`config.mk`:
```
export PLATFORM = sky130hd
export DESIGN_NAME = btn_event_arbiter
export DESIGN_NICKNAME = d
export VERILOG_FILES = /design/src/rtl/btn_event_arbiter.sv
export SDC_FILE = /design/constraint.sdc
export NUM_CORES = 1
export LEC_CHECK = 0
export ABC_AREA = 1
export CELL_PAD_IN_SITES_DETAIL_PLACEMENT = 1
export CELL_PAD_IN_SITES_GLOBAL_PLACEMENT = 1
export CORE_MARGIN = 2
export CORE_UTILIZATION = 45
export CTS_BUF_LIST = sky130_fd_sc_hd__clkbuf_8
export CTS_CLUSTER_DIAMETER = 200
export CTS_CLUSTER_SIZE = 14
export DETAILED_ROUTE_END_ITERATION = 8
export PLACE_DENSITY = 0.81
export SYNTH_ARGS = -nofsm -noshare
export SYNTH_HDL_FRONTEND = slang
export SYNTH_SLANG_ARGS = --single-unit
```
`constraint.sdc`:
```
create_clock -name clk -period 2.4 [get_ports clk]
set_input_delay 0.48 -clock clk [delete_from_list [all_inputs] [get_ports clk]]
set_output_delay 0.48 -clock clk [all_outputs]
set_load 0.1 [all_outputs]
```
`src/rtl/btn_event_arbiter.sv`:
```
// Debounces N active-low buttons and dispatches press events round-robin over valid/ready.
// Press reaches btn_level ~STABLE_CNT ticks after sync; evt_valid holds with stable evt_id until evt_ready.
module btn_event_arbiter #(
   parameter int N_BTN      = 4,
   parameter int TICK_DIV   = 2000000,
   parameter int STABLE_CNT = 3
) (
   input  logic                     clk,
   input  logic                     rst_n1,
   input  logic [N_BTN-1:0]         btn_raw,
   output logic                     evt_valid,
   input  logic                     evt_ready,
   output logic [$clog2(N_BTN)-1:0] evt_id,
   output logic [N_BTN-1:0]         btn_level,
   output logic [N_BTN-1:0]         btn_toggle,
   output logic [N_BTN-1:0]         ovf,
   input  logic                     ovf_clr
);
   localparam int ID_W = $clog2(N_BTN);
   localparam int TW   = $clog2(TICK_DIV);

   typedef enum logic {IDLE, PRESENT} state_t;
   state_t state, state_nxt;

   logic [TW-1:0]    tick_cnt;
   logic             tick;
   logic [N_BTN-1:0] sync1, sync2, s;
   logic [3:0]       stab_cnt [N_BTN];
   logic [3:0]       stab_nxt [N_BTN];
   logic [N_BTN-1:0] level_nxt, press, pending, pending_nxt, clr_mask, ovf_set;
   logic [ID_W-1:0]  last_grant, grant_nxt, id_nxt, pick, cand;
   logic             found, hs;

   assign tick      = (tick_cnt == TW'(TICK_DIV - 1));
   assign s         = ~sync2;
   assign evt_valid = (state == PRESENT);

   // Debounce: a differing sample must repeat STABLE_CNT ticks in a row to be accepted.
   always_comb begin
      level_nxt = btn_level;
      press     = '0;
      for (int i = 0; i < N_BTN; i++) begin
         stab_nxt[i] = stab_cnt[i];
         if (tick) begin
            if (s[i] == btn_level[i]) begin
               stab_nxt[i] = '0;
            end else if (stab_cnt[i] + 4'd1 >= 4'(STABLE_CNT)) begin
               stab_nxt[i]  = '0;
               level_nxt[i] = s[i];
               press[i]     = s[i];
            end else begin
               stab_nxt[i] = stab_cnt[i] + 4'd1;
            end
         end
      end
   end

   // A press landing on the bit being granted re-arms it without counting as overflow.
   always_comb begin
      hs          = (state == PRESENT) && evt_ready;
      clr_mask    = hs ? (N_BTN'(1) << evt_id) : '0;
      ovf_set     = press & pending & ~clr_mask;
      pending_nxt = (pending & ~clr_mask) | press;
   end

   always_comb begin
      found = 1'b0;
      pick  = last_grant;
      cand  = last_grant;
      for (int k = 0; k < N_BTN; k++) begin
         cand = (cand == ID_W'(N_BTN - 1)) ? '0 : cand + ID_W'(1);
         if (!found && pending[cand]) begin
            found = 1'b1;
            pick  = cand;
         end
      end
   end

   always_comb begin
      state_nxt = state;
      id_nxt    = evt_id;
      grant_nxt = last_grant;
      case (state)
         IDLE: begin
            if (found) begin
               state_nxt = PRESENT;
               id_nxt    = pick;
            end
         end
         PRESENT: begin
            if (evt_ready) begin
               state_nxt = IDLE;
               grant_nxt = evt_id;
            end
         end
         default: state_nxt = IDLE;
      endcase
   end

   always_ff @(posedge clk or negedge rst_n1) begin
      if (!rst_n1) begin
         state      <= IDLE;
         evt_id     <= '0;
         last_grant <= ID_W'(N_BTN - 1);
      end else begin
         state      <= state_nxt;
         evt_id     <= id_nxt;
         last_grant <= grant_nxt;
      end
   end

   always_ff @(posedge clk or negedge rst_n1) begin
      if (!rst_n1) begin
         tick_cnt   <= '0;
         sync1      <= '1;
         sync2      <= '1;
         btn_level  <= '0;
         btn_toggle <= '0;
         pending    <= '0;
         ovf        <= '0;
         for (int i = 0; i < N_BTN; i++) stab_cnt[i] <= '0;
      end else begin
         tick_cnt   <= tick ? '0 : tick_cnt + TW'(1);
         sync1      <= btn_raw;
         sync2      <= sync1;
         btn_level  <= level_nxt;
         btn_toggle <= btn_toggle ^ press;
         pending    <= pending_nxt;
         ovf        <= (ovf_clr ? '0 : ovf) | ovf_set;
         for (int i = 0; i < N_BTN; i++) stab_cnt[i] <= stab_nxt[i];
      end
   end
endmodule

```
==> flow_summary.ini, run 1 <==
[yosys]
synth.top_cell.area_share_pct = 40.5
ys_ff_latch = 66
ys_types = 32
syn-mean-instance-area_um2 = 7.98
syn_area_um2 = 3460
synth_warnings = 0
syn_inst = 434
syn_nets = 452
synth_area_leader_cell = dfrtp_1
yosys-top-cells-area = dfrtp_1 (40%), nand2_1 (13%), dfstp_2 (7.6%)
ys_seq_area_share_pct = 48.1

[critical_path]
path_class = reg -> reg
cp_max_fo = 11
end_kind = register
cp.arrival_ns = 2.24
start_kind = register
required_ns = 2.65

[power_and_ir_drop]
p_per_area_nw_per_um2 = 834
ir_drop_v = 0.000306
p_leak_uw = 0.00210

[clocking]
cts_resized = 0
cts.sinks = 66
clockRootBuffer = clkbuf_8
tritoncts = done
insertion_delay_ns = 0.35
clk_pin_slew_worst_paths_ns = 0.08
cts_setup_buffers = 0
cts_hold_buf = 0
h-tree-depth = 3
cts_max_path_buffers = 2
numCtsBuffers = 9

[timing]
slew_headroom_pct = 68.2
rsz0062_at_grt = no
tightest_slew_ns = 0.477
finalSetupViolCount = 0
fmax_mhz = 502
hold_viol_final = 0
min_period_over_period_pct = 83.0
maxSlewViolCount = 0
timing.hold.ws_ns = 0.0860
fin_crit_ns = 1.99
fin_setup_tns_ns = 0
finalClockSkew_ns = 0.0110

[final_layout]
layout_commonest_cell = nand2_1
most-common-layout-cells = nand2_1 (116), inv_1 (70), dfrtp_1 (56)
drive_gt1_share_pct = 13.6
area_growth_pct = 15.5
finalNetCount = 484
diodes = 0

[floorplanning]
io_pins = 23
start_util_pct = 47.0
die_x_um = 91.7
coreArea_um2 = 7370
row_count = 31
die_height_um = 91.7
dieArea_um2 = 8410

[grt]
antenna_found_initial = 0
grt_first_pass_wirelength_mm = 15.2
gr-total-overflow = 0
grt_max_degree = 49
grt_pass1_vias = 3159
grt_util_all_layers_pct = 22.8

[route]
ant_nets = 0
drt-total-wl_mm = 8.55
vias_per_cell = 5.14
wl_per_cell_um = 15.0
drc = 0
vias = 2930
first_iter_violations = 122
firstDrtPassIters = 4

[job]
cap_violations = 0

[placement]
numPortBuffers = 22
place_congestion = 0.898
dpl.hpwl_mm = 6.35

[status]
outcome = finished clean

[worst_hold_path]
min_path_type = in -> async
-- routing by layer --
layer  part of all wire (%)  vias to the layer above  wire (µm)  global-route usage, %
met5                      0                        -          0                      0
met1                     48                     1444       4120                   30.6
met3                    2.0                        7        171                   3.29
met4                    1.4                        0        117                   7.46
met2                     48                       24       4140                   38.0
li1                       -                     1455          -                      -
-- power breakdown --
part           switching (µW)  internal (µW)  total, µW
combinational             691            286        977
clock                     474            595       1070
sequential               87.8           1200       1290
-- cell families after synthesis --
kind of cell | share of synthesized area, %
fa+ha+maj | 3.61
xor+xnor | 3.54
flops | 48.1
buf+inv | 8.53
compound gates | 6.40
simple gates | 29.9
-- synthesized netlist by cell type, drive strengths merged --
| cell | number |
|---|---|
| nand3 | 46 |
| ha | 10 |
| inv | 74 |
| a31oi | 1 |
| nor3 | 12 |
| dfstp | 10 |
| nor2 | 32 |
| xor2 | 5 |
| buf | 3 |
| xnor2 | 9 |
| o21bai | 1 |
| nand4 | 17 |
| or2 | 2 |
| nand2 | 117 |
| a21oi | 4 |
| nand3b | 2 |
| dfrtp | 56 |
| o21ai | 25 |
| a21o | 1 |
| o22ai | 1 |
| o31ai | 1 |
| o211ai | 5 |
-- path summary, 6_finish.rpt --
| path | start | endpoint | slack [ns] | depth (start not counted) |
|---|---|---|---|---|
| min reg2reg | sync1[0] | sync2[0] | 0.36 | 0 |
| min | rst_n1 | tick_cnt[6] | 0.09 | 1 |
| min in group clk | sync1[0] | sync2[0] | 0.36 | 0 |
| max reg2reg | last_grant[0] | evt_id[0] | 0.41 | 11 |
| max | last_grant[0] | evt_id[0] | 0.41 | 11 |
| max in group asynchronous | rst_n1 | sync2[3] | 1.65 | 2 |
-- area by class of cell --
cell class	count	area [µm²]
clock buffers	9	124
clock inverters	7	103
fillers	912	3370
inverters	74	278
multi-input cells	291	1500
flip-flops and latches	66	1660
well taps	99	124
repair buffers	24	205
-- sequential cells by signal, indices dropped and copies added (netlist names) --
register / cells
sync2: 4
stab_cnt: 16
btn_level: 4
sync1: 4
last_grant: 2
tick_cnt: 21
evt_valid: 1
evt_id: 2
pending: 4
ovf: 4
btn_toggle: 4
-- per-stage QoR --
step / util (%) / setup WS [ns] / std cells / cell area [µm²] / total power [µW]
after floorplan: - / 0.617 / 434 / 3460 / 2040
after global placement: 51.2 / 0.489 / 554 / 3770 / 2250
after detailed placement: 51.2 / 0.455 / 554 / 3770 / 2280
after CTS: 54.3 / 0.437 / 570 / 4000 / 3360
after global routing: 54.3 / 0.231 / 570 / 4000 / 3550
final: 54.3 / 0.407 / 570 / 4000 / 3330
-- worst max-delay path, cell delays in order, from the launching register on --
cell and delay, ns:
dfstp_2 0.67, ha_1 0.34, inv_1 0.14, nand3_1 0.09, nand2_1 0.09, nand2_1 0.11, inv_1 0.09, nand3_1 0.08
nand2_1 0.13, nor2_1 0.06, nand2_1 0.05, nand2_1 0.05
(Power assumes the default switching activity.)
==> run 2: changes to the inputs <==
--- a/config.mk
+++ b/config.mk
@@ -9,12 +9,12 @@
 export CELL_PAD_IN_SITES_DETAIL_PLACEMENT = 1
 export CELL_PAD_IN_SITES_GLOBAL_PLACEMENT = 1
 export CORE_MARGIN = 2
-export CORE_UTILIZATION = 45
+export CORE_UTILIZATION = 41
 export CTS_BUF_LIST = sky130_fd_sc_hd__clkbuf_8
 export CTS_CLUSTER_DIAMETER = 200
 export CTS_CLUSTER_SIZE = 14
 export DETAILED_ROUTE_END_ITERATION = 8
-export PLACE_DENSITY = 0.81
+export PLACE_DENSITY = 0.77
 export SYNTH_ARGS = -nofsm -noshare
 export SYNTH_HDL_FRONTEND = slang
 export SYNTH_SLANG_ARGS = --single-unit
==> constraint.sdc (replaced) <==
create_clock -name clk -period 1.61 [get_ports clk]
set_input_delay 0.322 -clock clk [delete_from_list [all_inputs] [get_ports clk]]
set_output_delay 0.322 -clock clk [all_outputs]
set_load 0.1 [all_outputs]
==> run 2 against run 1 <==
  * Die area rose by 9.3%
  * Non-clock buffer count rose by 65
  * Worst setup slack got worse by 0.63 ns
  * The run now ends with negative setup slack left
  * Sequential power rose by 51%
==> flow_summary.ini, run 2 (synthesis gave the netlist of run 1 again) <==
[final_layout]
seq_area_um2 = 1670
top_regs = tick_cnt (21), stab_cnt (16)
drive_gt1_share_pct = 35.3
area_growth_pct = 43.5
fin_area_um2 = 4970
layout_commonest_cell = nand2_1
finalNonFillerCells = 641
diodes = 0
finalNetCount = 549
most-common-layout-cells = nand2_1 (103), inv_1 (61), buf_4 (59)
fillers = 967
largest-register = tick_cnt
largest_reg_flops = 21
multi_input_area_um2 = 1760

[clocking]
clk_pin_slew_worst_paths_ns = 0.09
tritoncts = done
cts.sinks = 66
cts_max_path_buffers = 2
numCtsBuffers = 9
h-tree-depth = 3
clockRootBuffer = clkbuf_8
insertion_delay_ns = 0.37

[route]
ant_nets = 0
firstDrtPassIters = 4
drt-total-wl_mm = 11.6
drc = 0
first_iter_violations = 101
vias = 3357
vias_per_cell = 5.24
wl_per_cell_um = 18.1

[grt]
grt_use_met2_pct = 43.0
grt_pass1_vias = 3564
grt_util_all_layers_pct = 24.7
grt-busiest-layer = met2
use_met3_pct = 3.99
antenna_found_initial = 0
met1_usage_pct = 30.2
gr-total-overflow = 0
grt_max_degree = 67
grt_first_pass_wirelength_mm = 17.1

[timing]
finalSetupViolCount = 29
min_period_over_period_pct = 114
slew_headroom_pct = 69.1
fin_crit_ns = 1.84
hold_viol_final = 0
finalClockSkew_ns = 0.0192
maxSlewViolCount = 0
fmax_mhz = 545
tightest_slew_ns = 0.459
fin_setup_tns_ns = -3.23
worst_slack_ns = -0.226
rsz0062_at_grt = yes

[power_and_ir_drop]
ir_drop_v = 0.000641
p_per_area_nw_per_um2 = 1150
p_leak_uw = 0.00255

[critical_path]
start_kind = register
cp_max_fo = 6
end_kind = register
rrSetupSlack_ns = -0.23
cp.arrival_ns = 2.12
required_ns = 1.90
r2r_end = btn_level[2]
path_class = reg -> reg
crit-reg2reg-launch = tick_cnt[1]
r2r_cells = 9

[job]
cap_violations = 0

[worst_hold_path]
hold_end = sync2[1]
min-delay-start = sync1[1]
min_path_type = reg -> reg
hold_depth = 0

[floorplanning]
start_util_pct = 42.1
row_count = 33
dieArea_um2 = 9190
coreArea_um2 = 8220
die_height_um = 95.9
io_pins = 23
die_x_um = 95.9

[placement]
dpl.hpwl_mm = 7.17
place_congestion = 0.865
numPortBuffers = 22
post_dp_cell_area_um2 = 4340
dp_cells = 607

[status]
violations = negative setup slack
outcome = complete, but fails checks
-- run 2: changes by cell type in the layout (fill, tap and decap cells not counted), moves of 9 or more --
cell	before	now
o21ai_0	23	7
o21ai_1	1	15
nand2_2	1	13
nand3_2	1	10
buf_12	1	17
nand2_1	116	103
buf_4	16	59
inv_1	70	61
nand3_1	45	35
-- run 2: layout make-up --
cell class                      count  share of cell area, %
Multi-Input combinational cell    291                   35.4
Sequential cell                    66                   33.7
Timing Repair Buffer               89                   18.3
Inverter                           74                   5.79
Clock buffer                       12                   3.32
Tap cell                          105                   2.64
Clock inverter                      4                  0.856
-- run 2: worst max path at each step --
stage / startpoint / to
after floorplan: evt_id[1] / ovf[2]
after global placement: last_grant[0] / evt_id[0]
after detailed placement: last_grant[0] / evt_id[0]
after CTS: tick_cnt[0] / tick_cnt[10]
after global routing: tick_cnt[1] / tick_cnt[16]
final: tick_cnt[1] / btn_level[2]
-- run 2: per-stage QoR --
stage               util (%)  hold slack [ns]  total power (µW)  setup WS, ns
floorplan                  -           0.0264              3050        0.0156
finish                  60.5            0.358              5740        -0.226
detailed placement      52.8            0.350              3740        -0.165
global route            60.5            0.358              6060        -0.283
global placement        52.8            0.347              3700        -0.108
CTS                     57.3            0.346              5450       -0.0630
-- run 2: worst max-delay path, cell delays in order, from the launching register on --
cell	delay (ns)
dfrtp_1	0.44
ha_4	0.19
buf_6	0.10
nand4_1	0.15
nor2_2	0.17
buf_4	0.18
nand3_1	0.13
nor2_2	0.18
nand2_1	0.12
nand2_1	0.09
-- run 2: report_power, final --
part | switching, µW | internal [µW] | leakage [µW]
Combinational | 1380 | 894 | 0.00158
Clock | 680 | 830 | 0.000115
Sequential | 163 | 1790 | 0.000855
Total | 2220 | 3520 | 0.00255
-- run 2: per-layer routing --
metal	wire length, µm	up-vias
li1	-	1582
met1	4830	1673
met2	6100	75
met3	393	27
met4	297	0
met5	0	-
-- run 2: what timing repair did --
item,4_1_cts,5_1_grt
resized for setup,29,68
setup endpoints to repair,27,41
cloned,1,0
hold endpoints to repair,18,0
pin swaps,13,30
hold buffers,1,0
setup buffers,8,9
==> run 3: changes to the inputs <==
--- a/config.mk
+++ b/config.mk
@@ -9,12 +9,13 @@
 export CELL_PAD_IN_SITES_DETAIL_PLACEMENT = 1
 export CELL_PAD_IN_SITES_GLOBAL_PLACEMENT = 1
 export CORE_MARGIN = 2
-export CORE_UTILIZATION = 41
+export CORE_UTILIZATION = 45
 export CTS_BUF_LIST = sky130_fd_sc_hd__clkbuf_8
 export CTS_CLUSTER_DIAMETER = 200
 export CTS_CLUSTER_SIZE = 14
 export DETAILED_ROUTE_END_ITERATION = 8
-export PLACE_DENSITY = 0.77
+export PLACE_DENSITY = 0.81
+export SETUP_SLACK_MARGIN = 0.1
 export SYNTH_ARGS = -nofsm -noshare
 export SYNTH_HDL_FRONTEND = slang
 export SYNTH_SLANG_ARGS = --single-unit
==> constraint.sdc (replaced) <==
create_clock -name clk -period 1.9 [get_ports clk]
set_input_delay 0.38 -clock clk [delete_from_list [all_inputs] [get_ports clk]]
set_output_delay 0.38 -clock clk [all_outputs]
set_load 0.1 [all_outputs]
==> run 3 against run 2 <==
  * Critical path depth rose by 3
  * Via count fell by 8.7%
  * Register-to-register slack improved by 0.43 ns
  * Cell area fell by 12%
  * Global-route usage fell by 1.3 points
  * Clock power fell by 25%
  * Critical endpoint is now tick_cnt[20]
  * Worst hold slack improved by 0.0044 ns
  * The run now ends clean
  * Final cell count fell by 8.6%
  * Sequential share of layout area rose by 4.4 points
  * Routed wire length fell by 21%
  * Combinational power fell by 32%
==> flow_summary.ini, run 3 (synthesis gave the netlist of run 1 again) <==
[status]
outcome = finished clean

[grt]
antenna_found_initial = 0
grt_max_degree = 24
gr-total-overflow = 0
grt_pass1_vias = 3274
grt_first_pass_wirelength_mm = 15.5
grt_util_all_layers_pct = 23.4

[power_and_ir_drop]
seq_power_share_pct = 37.8
power.share.clock_pct = 26.2
power_frac_comb_pct = 35.9
ir_drop_v = 0.000550
internal_power_uw = 2670
p_sw_share_pct = 38.3
p_per_area_nw_per_um2 = 986
p_leak_uw = 0.00222
netSwitchingPower_uw = 1660

[final_layout]
layout_commonest_cell = nand2_1
largest_reg_flops = 21
finalNetCount = 500
drive_gt1_share_pct = 20.3
top_regs = tick_cnt (21), stab_cnt (16)
final_util_pct = 59.5
largest-register = tick_cnt
most-common-layout-cells = nand2_1 (109), inv_1 (69), dfrtp_1 (53)
fin_area_um2 = 4390
diodes = 0
area_growth_pct = 26.7
finalNonFillerCells = 586

[route]
highest_layer = met4
drt-total-wl_mm = 9.19
wl_met1_mm = 4.21
first_iter_violations = 114
ant_nets = 0
drc = 0
firstDrtPassIters = 4
met2WireLength_mm = 4.62
vias_per_cell = 5.23
wl_met3_um = 215
vias = 3065
wl_per_cell_um = 15.7

[timing]
finalClockSkew_ns = 0.0120
min_period_over_period_pct = 89.5
fmax_mhz = 588
maxSlewViolCount = 0
rsz0062_at_grt = yes
tightest_slew_ns = 0.375
timing.hold.ws_ns = 0.363
slew_headroom_pct = 75.0
fin_crit_ns = 1.70
fin_setup_tns_ns = 0
finalSetupViolCount = 0
hold_viol_final = 0

[placement]
dpl.hpwl_mm = 6.57
numPortBuffers = 22
place_congestion = 0.904
post_dp_cell_area_um2 = 4020
dp_cells = 564

[critical_path]
end_kind = register
cp_max_fo = 4
start_kind = register
required_ns = 2.17
cp.arrival_ns = 1.97
path_class = reg -> reg

[clocking]
clk_pin_slew_worst_paths_ns = 0.07
numCtsBuffers = 9
insertion_delay_ns = 0.34
cts.sinks = 66
h-tree-depth = 3
cts_max_path_buffers = 2
clockRootBuffer = clkbuf_8
tritoncts = done

[worst_hold_path]
min_path_type = reg -> reg

[floorplanning]
coreArea_um2 = 7370
io_pins = 23
start_util_pct = 47.0
row_count = 31
die_height_um = 91.7
dieArea_um2 = 8410
die_x_um = 91.7

[job]
cap_violations = 0
run 3: cell count changes in the layout (fill, tap and decap cells not counted), moves of 5 or more:
cell	delta
buf_4	-46
o21ai_0	+14
o21ai_1	-13
inv_1	+8
inv_2	-7
nand2_1	+6
nand2_2	-6
nand3_1	+6
nand3_2	-6
nor2_1	+6
nor2_2	-5
nor3_1	+5
run 3: layout make-up:
cell class / count / area (µm²)
repair buffers: 40 / 512
well taps: 99 / 124
fillers: 908 / 2980
multi-input cells: 291 / 1610
flip-flops and latches: 66 / 1670
clock buffers: 9 / 124
inverters: 74 / 283
clock inverters: 7 / 62.6
run 3: final timing paths:
| path | cells after the start | end | startpoint | slack (ns) |
|---|---|---|---|---|
| worst max-delay path | 12 | tick_cnt[20] | tick_cnt[0] | 0.20 |
| worst min-delay path | 0 | sync2[1] | sync1[1] | 0.36 |
| worst max register to register | 12 | tick_cnt[20] | tick_cnt[0] | 0.20 |
| worst min register to register | 0 | sync2[1] | sync1[1] | 0.36 |
| max in group asynchronous | 3 | sync2[2] | rst_n1 | 0.88 |
| min in group asynchronous | 2 | tick_cnt[8] | rst_n1 | 0.49 |
run 3: layer usage:
| metal | global-route usage, % | up-vias |
|---|---|---|
| met3 | 4.68 | 11 |
| met4 | 7.96 | 0 |
| met2 | 39.2 | 37 |
| met1 | 30.4 | 1524 |
| met5 | 0 | - |
| li1 | - | 1493 |
run 3: timing repair:
action | 4_1_cts | 5_1_grt
setup endpoints to repair | 5 | 20
hold buffers | 1 | 0
setup buffers | 0 | 4
cloned | 0 | 1
endpoints found under the hold margin | 10 | 0
resized for setup | 5 | 32
pin swaps | 2 | 11
run 3: power by group through the flow:
stage          Sequential [µW]  Combinational, µW  Clock, µW
6_report                  1640               1550       1130
5_1_grt                   1650               1720       1220
4_1_cts                   1620               1380       1160
3_5_place_dp              1640               1360          0
3_3_place_gp              1640               1320          0
2_1_floorplan             1820                760          0
run 3: metrics by stage:
step / power (µW) / setup WS (ns)
final: 4320 / 0.200
after detailed placement: 3000 / 0.0632
after floorplan: 2580 / 0.117
after global placement: 2960 / 0.155
after global routing: 4580 / 0.0642
after CTS: 4150 / 0.0995
run 3: critical path, stage by stage (launching register included):
cell and delay (ns):
dfrtp_1 0.42, ha_4 0.20, nand3_4 0.10, buf_6 0.14, nor2_4 0.09, nand2_2 0.09
nor2_4 0.14, inv_2 0.07, nor2_4 0.11, nand2_2 0.06, nand2_1 0.07, nand2_1 0.05
nor2_1 0.10
